$ cat src/rtl/tmds_pkg.sv
// Shared TMDS types, control tokens and bit-count helpers.
// Latency: none (types and combinational functions only).
// Backpressure: not applicable.
package tmds_pkg;

  typedef logic [9:0] tmds_sym_t;

  // Blanking tokens, indexed by {C1, C0}; bit 0 is transmitted first.
  localparam tmds_sym_t CTRL_TOKEN_00 = 10'b1101010100;
  localparam tmds_sym_t CTRL_TOKEN_01 = 10'b0010101011;
  localparam tmds_sym_t CTRL_TOKEN_10 = 10'b0101010100;
  localparam tmds_sym_t CTRL_TOKEN_11 = 10'b1010101011;

  function automatic logic [3:0] popcount8(input logic [7:0] d);
    logic [3:0] n;
    n = '0;
    for (int i = 0; i < 8; i++) begin
      n = n + {3'b000, d[i]};
    end
    return n;
  endfunction

  function automatic tmds_sym_t ctrl_token(input logic [1:0] c);
    tmds_sym_t t;
    case (c)
      2'b00:   t = CTRL_TOKEN_00;
      2'b01:   t = CTRL_TOKEN_01;
      2'b10:   t = CTRL_TOKEN_10;
      default: t = CTRL_TOKEN_11;
    endcase
    return t;
  endfunction

endpackage

$ cat src/rtl/tmds_channel_encoder.sv
// One TMDS lane: transition minimising (stage 1) then DC balancing with running disparity (stage 2).
// Latency: 2 enabled cycles from data_i/de_i/c_i to sym_o.
// Backpressure: none; every register advances only when en_i is high and holds otherwise.
module tmds_channel_encoder
  import tmds_pkg::*;
#(
  parameter int DISP_WIDTH = 6
) (
  input  logic       clk_i,
  input  logic       rst_i,
  input  logic       en_i,
  input  logic [7:0] data_i,
  input  logic       de_i,
  input  logic [1:0] c_i,
  output logic [9:0] sym_o
);

  localparam int W = DISP_WIDTH;

  // Stage 1 combinational results
  logic [3:0] n1_data;
  logic       use_xnor;
  logic [8:0] q_m_d;
  logic [3:0] n1_qm_d;

  // Stage 1 registers
  logic [8:0] q_m_q;
  logic [3:0] n1_q;
  logic [3:0] n0_q;
  logic       de_q;
  logic [1:0] c_q;

  // Stage 2 combinational results and registers
  logic signed [W-1:0] n1_s;
  logic signed [W-1:0] n0_s;
  logic signed [W-1:0] two_q8;
  logic signed [W-1:0] two_nq8;
  logic signed [W-1:0] cnt_d;
  logic signed [W-1:0] cnt_q;
  tmds_sym_t           sym_d;
  tmds_sym_t           sym_q;

  // Stage 1: choose XOR/XNOR chaining to minimise transitions within the byte
  always_comb begin
    logic acc;
    n1_data  = popcount8(data_i);
    use_xnor = (n1_data > 4'd4) || ((n1_data == 4'd4) && !data_i[0]);
    q_m_d    = '0;
    acc      = data_i[0];
    q_m_d[0] = acc;
    for (int i = 1; i < 8; i++) begin
      acc      = use_xnor ? ~(acc ^ data_i[i]) : (acc ^ data_i[i]);
      q_m_d[i] = acc;
    end
    q_m_d[8] = ~use_xnor;
    n1_qm_d  = popcount8(q_m_d[7:0]);
  end

  // Stage 1 register: q_m with its ones/zeros counts and the aligned control bits
  always_ff @(posedge clk_i) begin
    if (rst_i) begin
      q_m_q <= '0;
      n1_q  <= '0;
      n0_q  <= '0;
      de_q  <= 1'b0;
      c_q   <= 2'b00;
    end else if (en_i) begin
      q_m_q <= q_m_d;
      n1_q  <= n1_qm_d;
      n0_q  <= 4'd8 - n1_qm_d;
      de_q  <= de_i;
      c_q   <= c_i;
    end
  end

  // Stage 2: pick inversion to pull the running disparity toward zero, or emit a control token
  always_comb begin
    n1_s    = signed'({{(W-4){1'b0}}, n1_q});
    n0_s    = signed'({{(W-4){1'b0}}, n0_q});
    two_q8  = signed'({{(W-2){1'b0}}, q_m_q[8], 1'b0});
    two_nq8 = signed'({{(W-2){1'b0}}, ~q_m_q[8], 1'b0});
    sym_d   = CTRL_TOKEN_00;
    cnt_d   = '0;
    if (!de_q) begin
      // Blanking restarts the disparity so the next active line begins balanced
      sym_d = ctrl_token(c_q);
      cnt_d = '0;
    end else if ((cnt_q == '0) || (n1_q == n0_q)) begin
      sym_d = {~q_m_q[8], q_m_q[8], q_m_q[8] ? q_m_q[7:0] : ~q_m_q[7:0]};
      cnt_d = q_m_q[8] ? (cnt_q + n1_s - n0_s) : (cnt_q + n0_s - n1_s);
    end else if ((!cnt_q[W-1] && (n1_q > n0_q)) || (cnt_q[W-1] && (n0_q > n1_q))) begin
      // cnt is non-zero here, so a clear sign bit means strictly positive
      sym_d = {1'b1, q_m_q[8], ~q_m_q[7:0]};
      cnt_d = cnt_q + two_q8 + n0_s - n1_s;
    end else begin
      sym_d = {1'b0, q_m_q[8], q_m_q[7:0]};
      cnt_d = cnt_q - two_nq8 + n1_s - n0_s;
    end
  end

  // Stage 2 register: output symbol and running disparity
  always_ff @(posedge clk_i) begin
    if (rst_i) begin
      sym_q <= CTRL_TOKEN_00;
      cnt_q <= '0;
    end else if (en_i) begin
      sym_q <= sym_d;
      cnt_q <= cnt_d;
    end
  end

  assign sym_o = sym_q;

endmodule

$ cat src/rtl/tmds_encoder.sv
// DVI/TMDS encoder: three independent lanes (blue+syncs, green, red) plus aligned data enable.
// Latency: 2 enabled cycles, or 3 when PIPE_OUT is set.
// Backpressure: none; the whole pipeline advances on pxl_clk_en_i and holds otherwise.
module tmds_encoder
  import tmds_pkg::*;
#(
  parameter int DISP_WIDTH = 6,
  parameter int PIPE_OUT   = 1
) (
  input  logic       clk_i,
  input  logic       rst_i,
  input  logic       pxl_clk_en_i,
  input  logic [7:0] red_i,
  input  logic [7:0] green_i,
  input  logic [7:0] blue_i,
  input  logic       pixel_i,
  input  logic       hsync_i,
  input  logic       vsync_i,
  output logic [9:0] tmds0_o,
  output logic [9:0] tmds1_o,
  output logic [9:0] tmds2_o,
  output logic       de_o
);

  logic [9:0] sym0;
  logic [9:0] sym1;
  logic [9:0] sym2;
  logic       de_s1;
  logic       de_s2;

  // Channel 0 carries the syncs as C0=hsync, C1=vsync during blanking
  tmds_channel_encoder #(.DISP_WIDTH(DISP_WIDTH)) u_ch0 (
    .clk_i (clk_i),
    .rst_i (rst_i),
    .en_i  (pxl_clk_en_i),
    .data_i(blue_i),
    .de_i  (pixel_i),
    .c_i   ({vsync_i, hsync_i}),
    .sym_o (sym0)
  );

  tmds_channel_encoder #(.DISP_WIDTH(DISP_WIDTH)) u_ch1 (
    .clk_i (clk_i),
    .rst_i (rst_i),
    .en_i  (pxl_clk_en_i),
    .data_i(green_i),
    .de_i  (pixel_i),
    .c_i   (2'b00),
    .sym_o (sym1)
  );

  tmds_channel_encoder #(.DISP_WIDTH(DISP_WIDTH)) u_ch2 (
    .clk_i (clk_i),
    .rst_i (rst_i),
    .en_i  (pxl_clk_en_i),
    .data_i(red_i),
    .de_i  (pixel_i),
    .c_i   (2'b00),
    .sym_o (sym2)
  );

  // Delay the data enable by the two encoder stages
  always_ff @(posedge clk_i) begin
    if (rst_i) begin
      de_s1 <= 1'b0;
      de_s2 <= 1'b0;
    end else if (pxl_clk_en_i) begin
      de_s1 <= pixel_i;
      de_s2 <= de_s1;
    end
  end

  if (PIPE_OUT != 0) begin : g_pipe_out
    logic [9:0] sym0_q;
    logic [9:0] sym1_q;
    logic [9:0] sym2_q;
    logic       de_q;

    // Extra output register to ease timing into the serialiser
    always_ff @(posedge clk_i) begin
      if (rst_i) begin
        sym0_q <= CTRL_TOKEN_00;
        sym1_q <= CTRL_TOKEN_00;
        sym2_q <= CTRL_TOKEN_00;
        de_q   <= 1'b0;
      end else if (pxl_clk_en_i) begin
        sym0_q <= sym0;
        sym1_q <= sym1;
        sym2_q <= sym2;
        de_q   <= de_s2;
      end
    end

    assign tmds0_o = sym0_q;
    assign tmds1_o = sym1_q;
    assign tmds2_o = sym2_q;
    assign de_o    = de_q;
  end else begin : g_direct_out
    assign tmds0_o = sym0;
    assign tmds1_o = sym1;
    assign tmds2_o = sym2;
    assign de_o    = de_s2;
  end

endmodule

$ cat config.mk
export PLATFORM = sky130hd
export DESIGN_NAME = tmds_encoder
export DESIGN_NICKNAME = d
export VERILOG_FILES = /design/src/rtl/tmds_pkg.sv /design/src/rtl/tmds_channel_encoder.sv /design/src/rtl/tmds_encoder.sv
export SDC_FILE = /design/constraint.sdc
export NUM_CORES = 1
export LEC_CHECK = 0
export CAP_MARGIN = 20
export CORE_ASPECT_RATIO = 2
export CORE_MARGIN = 2
export CORE_UTILIZATION = 62
export DETAILED_ROUTE_END_ITERATION = 12
export GPL_ROUTABILITY_DRIVEN = 0
export PLACE_DENSITY = 0.82
export SLEW_MARGIN = 10
export SYNTH_ARGS = -nofsm -noshare
export SYNTH_HDL_FRONTEND = slang
export SYNTH_SLANG_ARGS = --single-unit
export TNS_END_PERCENT = 50
$ cat constraint.sdc
create_clock -name clk_i -period 14.05 [get_ports clk_i]
set_input_delay 2.1075 -clock clk_i [delete_from_list [all_inputs] [get_ports clk_i]]
set_output_delay 2.1075 -clock clk_i [all_outputs]
set_load 0.02 [all_outputs]
Word-level counts from Yosys, hierarchy flattened:

Index checks and enable logic that the tools add are counted.

* add/subtract/negate cells: 75
* $lt $le $gt $ge: 9
* equal/unequal tests: 8
* muxes and demuxes: 46
* bitwise gates (word level): 51
* reduce and logical (&&, ||, !) cells: 28

Operators with widths (count)
* $add 4x1->4: 36
* $mux 10: 9
* $add 6x5->6: 12
* $mux 6: 12
* $sub 6x5->6: 12
* $pmux 10 s3: 1
* $not 1->1: 27
* $gt 4x4->1: 6
* $mux 8: 3
* $not 8->8: 3
* $mux 1: 21
* $xor 1x1->1: 21
* $add 6x3->6: 3
* $logic_not 6->1: 3
* $sub 6x3->6: 3
* $add 1x1->2: 6
* $eq 4x3->1 const B: 3
* $eq 4x4->1: 3
* $gt 4x3->1 const B: 3
* $sub 4x4->4 const A: 3
* $logic_and 1x1->1: 9
* $logic_or 1x1->1: 9
* $logic_not 1->1: 6
* $eq 2x1->1 const B: 1
* 2 further kinds: 2

* register bits after elaboration: 134
* input bits: 30
* output and inout bits: 31
* word-level logic and storage cells: 239

Depth between registers and ports, before layout:

* depth in word-level cells: 31
* mapped depth: 23
* mapped depth without buffers: 23

By module:

Synthesis repeated with hierarchy kept, for this count alone.

* cells, all modules: 1207
* area total of the unflattened synthesis: 11054.4 µm²

By module, submodules not included
* tmds_channel_encoder at u_ch0: times used 1, cells an instance 366, area an instance 3286.9 µm², seq. area each 700.7 µm²
* tmds_channel_encoder at u_ch1: times used 1, cells an instance 367, area an instance 3281.9 µm², seq. area each 700.7 µm²
* tmds_channel_encoder at u_ch2: times used 1, cells an instance 365, area an instance 3265.6 µm², seq. area each 700.7 µm²
* tmds_encoder: times used 1, cells an instance 109, area an instance 1219.9 µm², seq. area each 660.6 µm²

Worst setup path before layout:

No wires, ideal clock.

* kind: input port to flip-flop
* start point: input port blue_i[0]
* end point: register u_ch0.n0_q[2]
* library setup time: 0.128 ns
* arrival: 7.667 ns
* required time: 13.922 ns
* setup slack: 6.256 ns
* stages on the path: 23
* path buffers: 0
* path through: ha_1 -> inv_1 -> fa_1 -> fa_1 -> inv_1 -> fa_1 -> fa_1 -> nor3b_2 -> o21ai_0 -> a21oi_2 -> xnor2_1 -> ha_1 -> inv_1 -> fa_1 -> inv_1 -> fa_1 -> fa_1 -> inv_1 -> fa_1 -> ha_1 -> xnor2_1 -> mux2i_1 -> nor2_1

* cells in the longest elaborated chain, start to end: 31
* elaborated cells on any way between the ends: 41
* those cells by class: add/sub: 15; order compare: 1; eq/ne: 1; mux: 7; bitwise: 14; reduce/logical: 3

RTL lines
* start, declared: RTL line tmds_encoder.sv:15 `input logic [7:0] blue_i,`
* parallel branches: the longest is 10 deep, another holds $add 4x1->4
* $mux 1 *: RTL line tmds_channel_encoder.sv:52 `acc = use_xnor ? ~(acc ^ data_i[i]) : (acc ^ data_i[i]);`
* net u_ch0.q_m_d[1]: RTL line tmds_channel_encoder.sv:23 `logic [8:0] q_m_d;`
* parallel branches: the longest is 18 deep, another holds $add 4x1->4
* $add 4x1->4 *: RTL line tmds_pkg.sv:18 `n = n + {3'b000, d[i]};`
* $sub 4x4->4 *: RTL line tmds_channel_encoder.sv:70 `n0_q <= 4'd8 - n1_qm_d;`
* end signal, assigned: RTL line tmds_channel_encoder.sv:70
* end, declared: RTL line tmds_channel_encoder.sv:29 `logic [3:0] n0_q;`

Mark *: on every way through the listed nets, which the timed path passes.
A chain may end at the register's enable or synchronous reset.

Final worst setup path:

Ends and elaborated chain as after synthesis.

==> Implementation_results.wiki <==
{| class="wikitable"
! Metric !! Value
|-
| FMAX || about 0.12 GHz
|-
| Number of enable flip-flop cells after synthesis || 0
|-
| Min-Delay Path Class || reg2reg
|-
| Clock tree from TritonCTS || built
|-
| Mapped Area || 10,000 sq um
|-
| Register clock-pin slew on the reported worst setup and hold paths || 0.06 ns
|-
| Quantity of I/O buffers inserted on ports || 60
|-
| Result of the run || finished, final reports clean
|-
| Slowest CP cell || sky130_fd_sc_hd__fa_1
|-
| Max-slew headroom at the worst pin || 0.316
|-
| First-pass GRT wire length || around 40,000 um
|-
| Final critical delay including setup and external delays || 8.21 ns
|-
| Detailed-placement wirelength estimate || approximately 18,000 um
|-
| Final setup violating endpoints || 0
|-
| Leakage power figure || roughly 0.0051 uW
|-
| Power per cell area || around 260 nW/um^2
|-
| Critical path arrival || 8.49 ns
|-
| Cell count after synthesis || between 1,000 and 1,500
|-
| Mean Syn Cell Area || roughly 9.3 sq um
|-
| Setup crit start || blue_i[0]
|-
| Hold bufs inserted after CTS || 0
|-
| Clock buffer depth || 2
|-
| Post-CTS setup-driven buffer insertion count || 0
|-
| Fraction of registers with async set or reset after synthesis || 0
|-
| Power share of the clock group || 0.162
|-
| TritonCTS buffer count || 17
|-
| Number of sinks on the clock net || 131
|-
| Count of maximum capacitance violations || 0
|-
| Fin nets || 1,321
|-
| All-layer global routing usage || 0.302
|-
| Number of warnings issued by yosys || 0
|-
| Resize count post-CTS || 0
|-
| Initial standard-cell utilization of the core || 0.635
|-
| Setup slack of the critical path after layout || roughly 5.8 ns
|-
| Final routed DRC violation total || 0
|-
| Die footprint || ~17,000 sq um
|-
| Commonest register cell after synthesis || sky130_fd_sc_hd__dfxtp_1
|-
| Vias in the first global route || approximately 8,400
|-
| Clock Skews || approximately 0.0081 ns
|-
| Crit path capture type || flop
|-
| Proportion of power drawn by combinational gates || 0.675
|-
| Die height || between 150 and 200 um
|-
| Net Sw Frac || 0.453
|-
| Final Total Pwr || between 2000 and 3000 uW
|-
| Net count after synthesis || between 1,000 and 1,500
|-
| Final period utilization || 0.584
|-
| Final hold violation count || 0
|-
| Number of placement rows || 65
|-
| Max-slew violations || 0
|-
| Clock insertion delay at the later pin of the skew report || roughly 0.43 ns
|-
| Detailed-route wire length per cell || approximately 19 um
|-
| Part of the total power dissipated in sequential elements || 0.163
|-
| Hold Crit Start || tmds0_o[4]
|-
| I/O pins || between 60 and 70
|-
| Maximum number of pins on one net before global-route repair || 80
|-
| Fraction of layout cells with a size suffix above 1 || 0.0557
|-
| Worst IR Drop VDD || about 0.13 mV
|-
| Antenna violations before repair || 0
|-
| Width of the die || between 90 and 100 um
|-
| Register bit count reported by yosys || between 100 and 150
|-
| Via count || between 7,000 and 8,000
|-
| Antenna diode count || 0
|-
| Critical path, cell by cell || clkdlybuf4s50_1, ha_1, inv_1, fa_1, fa_1, inv_1, fa_1, fa_1, nor3b_2, o21ai_0, a21oi_2, xnor2_1, ha_1, inv_1, fa_1, inv_1, fa_1, fa_1, inv_1, fa_1, ha_1, xnor2_1, mux2i_1, nor2_1
|-
| Number of routed nets with antenna violations || 0
|-
| Post-Route Utilization || 0.722
|-
| Final setup TNS || 0 ns
|-
| Number of library cell types mapped by synthesis || 58
|-
| Critical-path maximum fanout || 4
|-
| Net switching component of the power || between 1000 and 1500 uW
|-
| Sequential fraction of the synthesis area || 0.262
|-
| Source of the worst register-to-register timing path || u_ch1.cnt_q[1]
|-
| Kind of start point of the critical path || primary input
|-
| Final wirelength || ~25,000 um
|-
| Internal Power || about 1600 uW
|-
| Delay of the slowest cell on the worst path || 0.50 ns
|-
| Root Buffer Master || sky130_fd_sc_hd__clkbuf_16
|-
| Number of detailed-routing iterations run before antenna repair || 5
|-
| Worst Path Class, Setup || in2reg
|-
| Maximum level of the CTS H-tree || 4
|-
| Global route total overflow || 0
|-
| Most repeated library cell on the critical path || sky130_fd_sc_hd__fa_1
|-
| Setup repair after global routing missed its margin || no
|-
| Via density per instance || between 5 and 6
|-
| Critical path required time || 14.33 ns
|-
| Violation count after the first detailed-route iteration || around 400
|-
| Worst Tran Pin Value || roughly 1 ns
|-
| Synthesis-to-layout area growth || 13.6%
|-
| Worst setup slack before clock tree synthesis || approximately 5.4 ns
|-
| Area of the core || ~16,000 sq um
|}
[stage by stage]
| step | cells | hold slack, ns | area [sq um] |
|---|---|---|---|
| after floorplan | 1073 | 0.427 | 10000 |
| after global placement | 1300 | 0.442 | 10800 |
| after detailed placement | 1300 | 0.448 | 10800 |
| after CTS | 1332 | 0.463 | 11400 |
| after global routing | 1332 | 0.486 | 11400 |
| final | 1332 | 0.466 | 11400 |
[worst paths after layout]
check                           slack, ns  depth (start not counted)        endpoint
worst max-delay path                 5.84                         24   u_ch0.n0_q[2]
worst min-delay path                 0.47                          1      tmds0_o[4]
worst max register to register      10.46                         12  u_ch1.cnt_q[5]
worst min register to register       0.47                          1      tmds0_o[4]
[layer usage]
| metal | part of all wire | vias up | wire length (um) | GRT usage |
|---|---|---|---|---|
| met5 | 0 | - | 0 | 0 |
| met4 | 0.075 | 0 | 1850 | 0.208 |
| met3 | 0.034 | 115 | 839 | 0.0439 |
| met2 | 0.56 | 233 | 13800 | 0.566 |
| met1 | 0.34 | 3827 | 8340 | 0.294 |
| li1 | - | 3656 | - | - |
[cell families after synthesis]
kind of cell    count (synthesis)  synth area share
fa+ha+maj                     173             0.270
simple gates                  196            0.0889
flops                         131             0.262
mux                            69            0.0703
buf+inv                       185            0.0702
compound gates                210             0.138
xor+xnor                      109             0.101
[worst max-delay path: cells and delay by family]
kind                       cells  cell delay [ns]
AOI/OAI and AO/OA              2             0.43
xor gates and xnor gates       2             0.26
adders and majority gates     11             4.51
buffers and inverters          6             0.78
muxes                          1             0.14
and+or+nand+nor                2             0.26
[synthesized netlist by cell type (all sizes together) (4+ instances only)]
cell type    n  area [sq um]
nand2       33           124
xnor2       60           548
a22oi        5          37.5
a311oi       8          70.1
inv        145           544
a211o       17           149
nand3        6          30.0
o21ai       49           245
fa          72          1440
mux2         8          90.1
nor2b       13          81.3
nor3b        6          50.1
buf         11          50.0
ha         101          1260
o211ai       4          30.0
clkbuf      29           109
xor2        48           443
or2          4          25.0
dfxtp      131          2620
a211oi      17           140
o22ai        8          50.1
a21oi       55           283
mux2i       61           614
and2        14          87.6
a21o        18           135
nor2       103           387
a31oi       11          90.1
nor3         6          30.0
[layout by cell type, fill, tap and decap left out, types with 9 or more instances in the layout]
cell type,n
sky130_fd_sc_hd__nor2_1,103
sky130_fd_sc_hd__xnor2_1,57
sky130_fd_sc_hd__a21oi_1,53
sky130_fd_sc_hd__a31oi_1,9
sky130_fd_sc_hd__a211o_1,17
sky130_fd_sc_hd__nor2b_1,13
sky130_fd_sc_hd__inv_1,145
sky130_fd_sc_hd__clkdlybuf4s50_1,58
sky130_fd_sc_hd__nand2_1,33
sky130_fd_sc_hd__fa_1,72
sky130_fd_sc_hd__dfxtp_1,131
sky130_fd_sc_hd__o21ai_1,22
sky130_fd_sc_hd__o21ai_0,27
sky130_fd_sc_hd__and2_1,14
sky130_fd_sc_hd__mux2i_1,60
sky130_fd_sc_hd__clkbuf_16,17
sky130_fd_sc_hd__xor2_1,45
sky130_fd_sc_hd__a211oi_1,16
sky130_fd_sc_hd__ha_1,101
sky130_fd_sc_hd__a21o_1,18
[final cells by class]
type / count / area (sq um)
timing repair buffer: 66 / 641
fill: 1166 / 4390
tap: 201 / 251
clock buffer: 20 / 457
multi-input combinational: 757 / 6700
clock inverter: 12 / 178
inverter: 145 / 544
sequential: 131 / 2620
[flip-flops by register name (all words and copies together), names as in the netlist, 9 cells and up]
name,cells
tmds0_o,10
tmds1_o,10
tmds2_o,10
u_ch0.q_m_q,9
u_ch0.sym_o,10
u_ch1.q_m_q,9
u_ch1.sym_o,10
u_ch2.q_m_q,9
u_ch2.sym_o,10
[power groups by stage]
| stage | clock network, uW | logic (uW) | registers, uW |
|---|---|---|---|
| CTS | 483 | 2000 | 482 |
| global placement | 0 | 1880 | 488 |
| detailed placement | 0 | 1950 | 489 |
| floorplan | 0 | 1540 | 472 |
| global route | 499 | 2240 | 489 |
| finish | 480 | 2000 | 484 |
(Power assumes the default switching activity.)
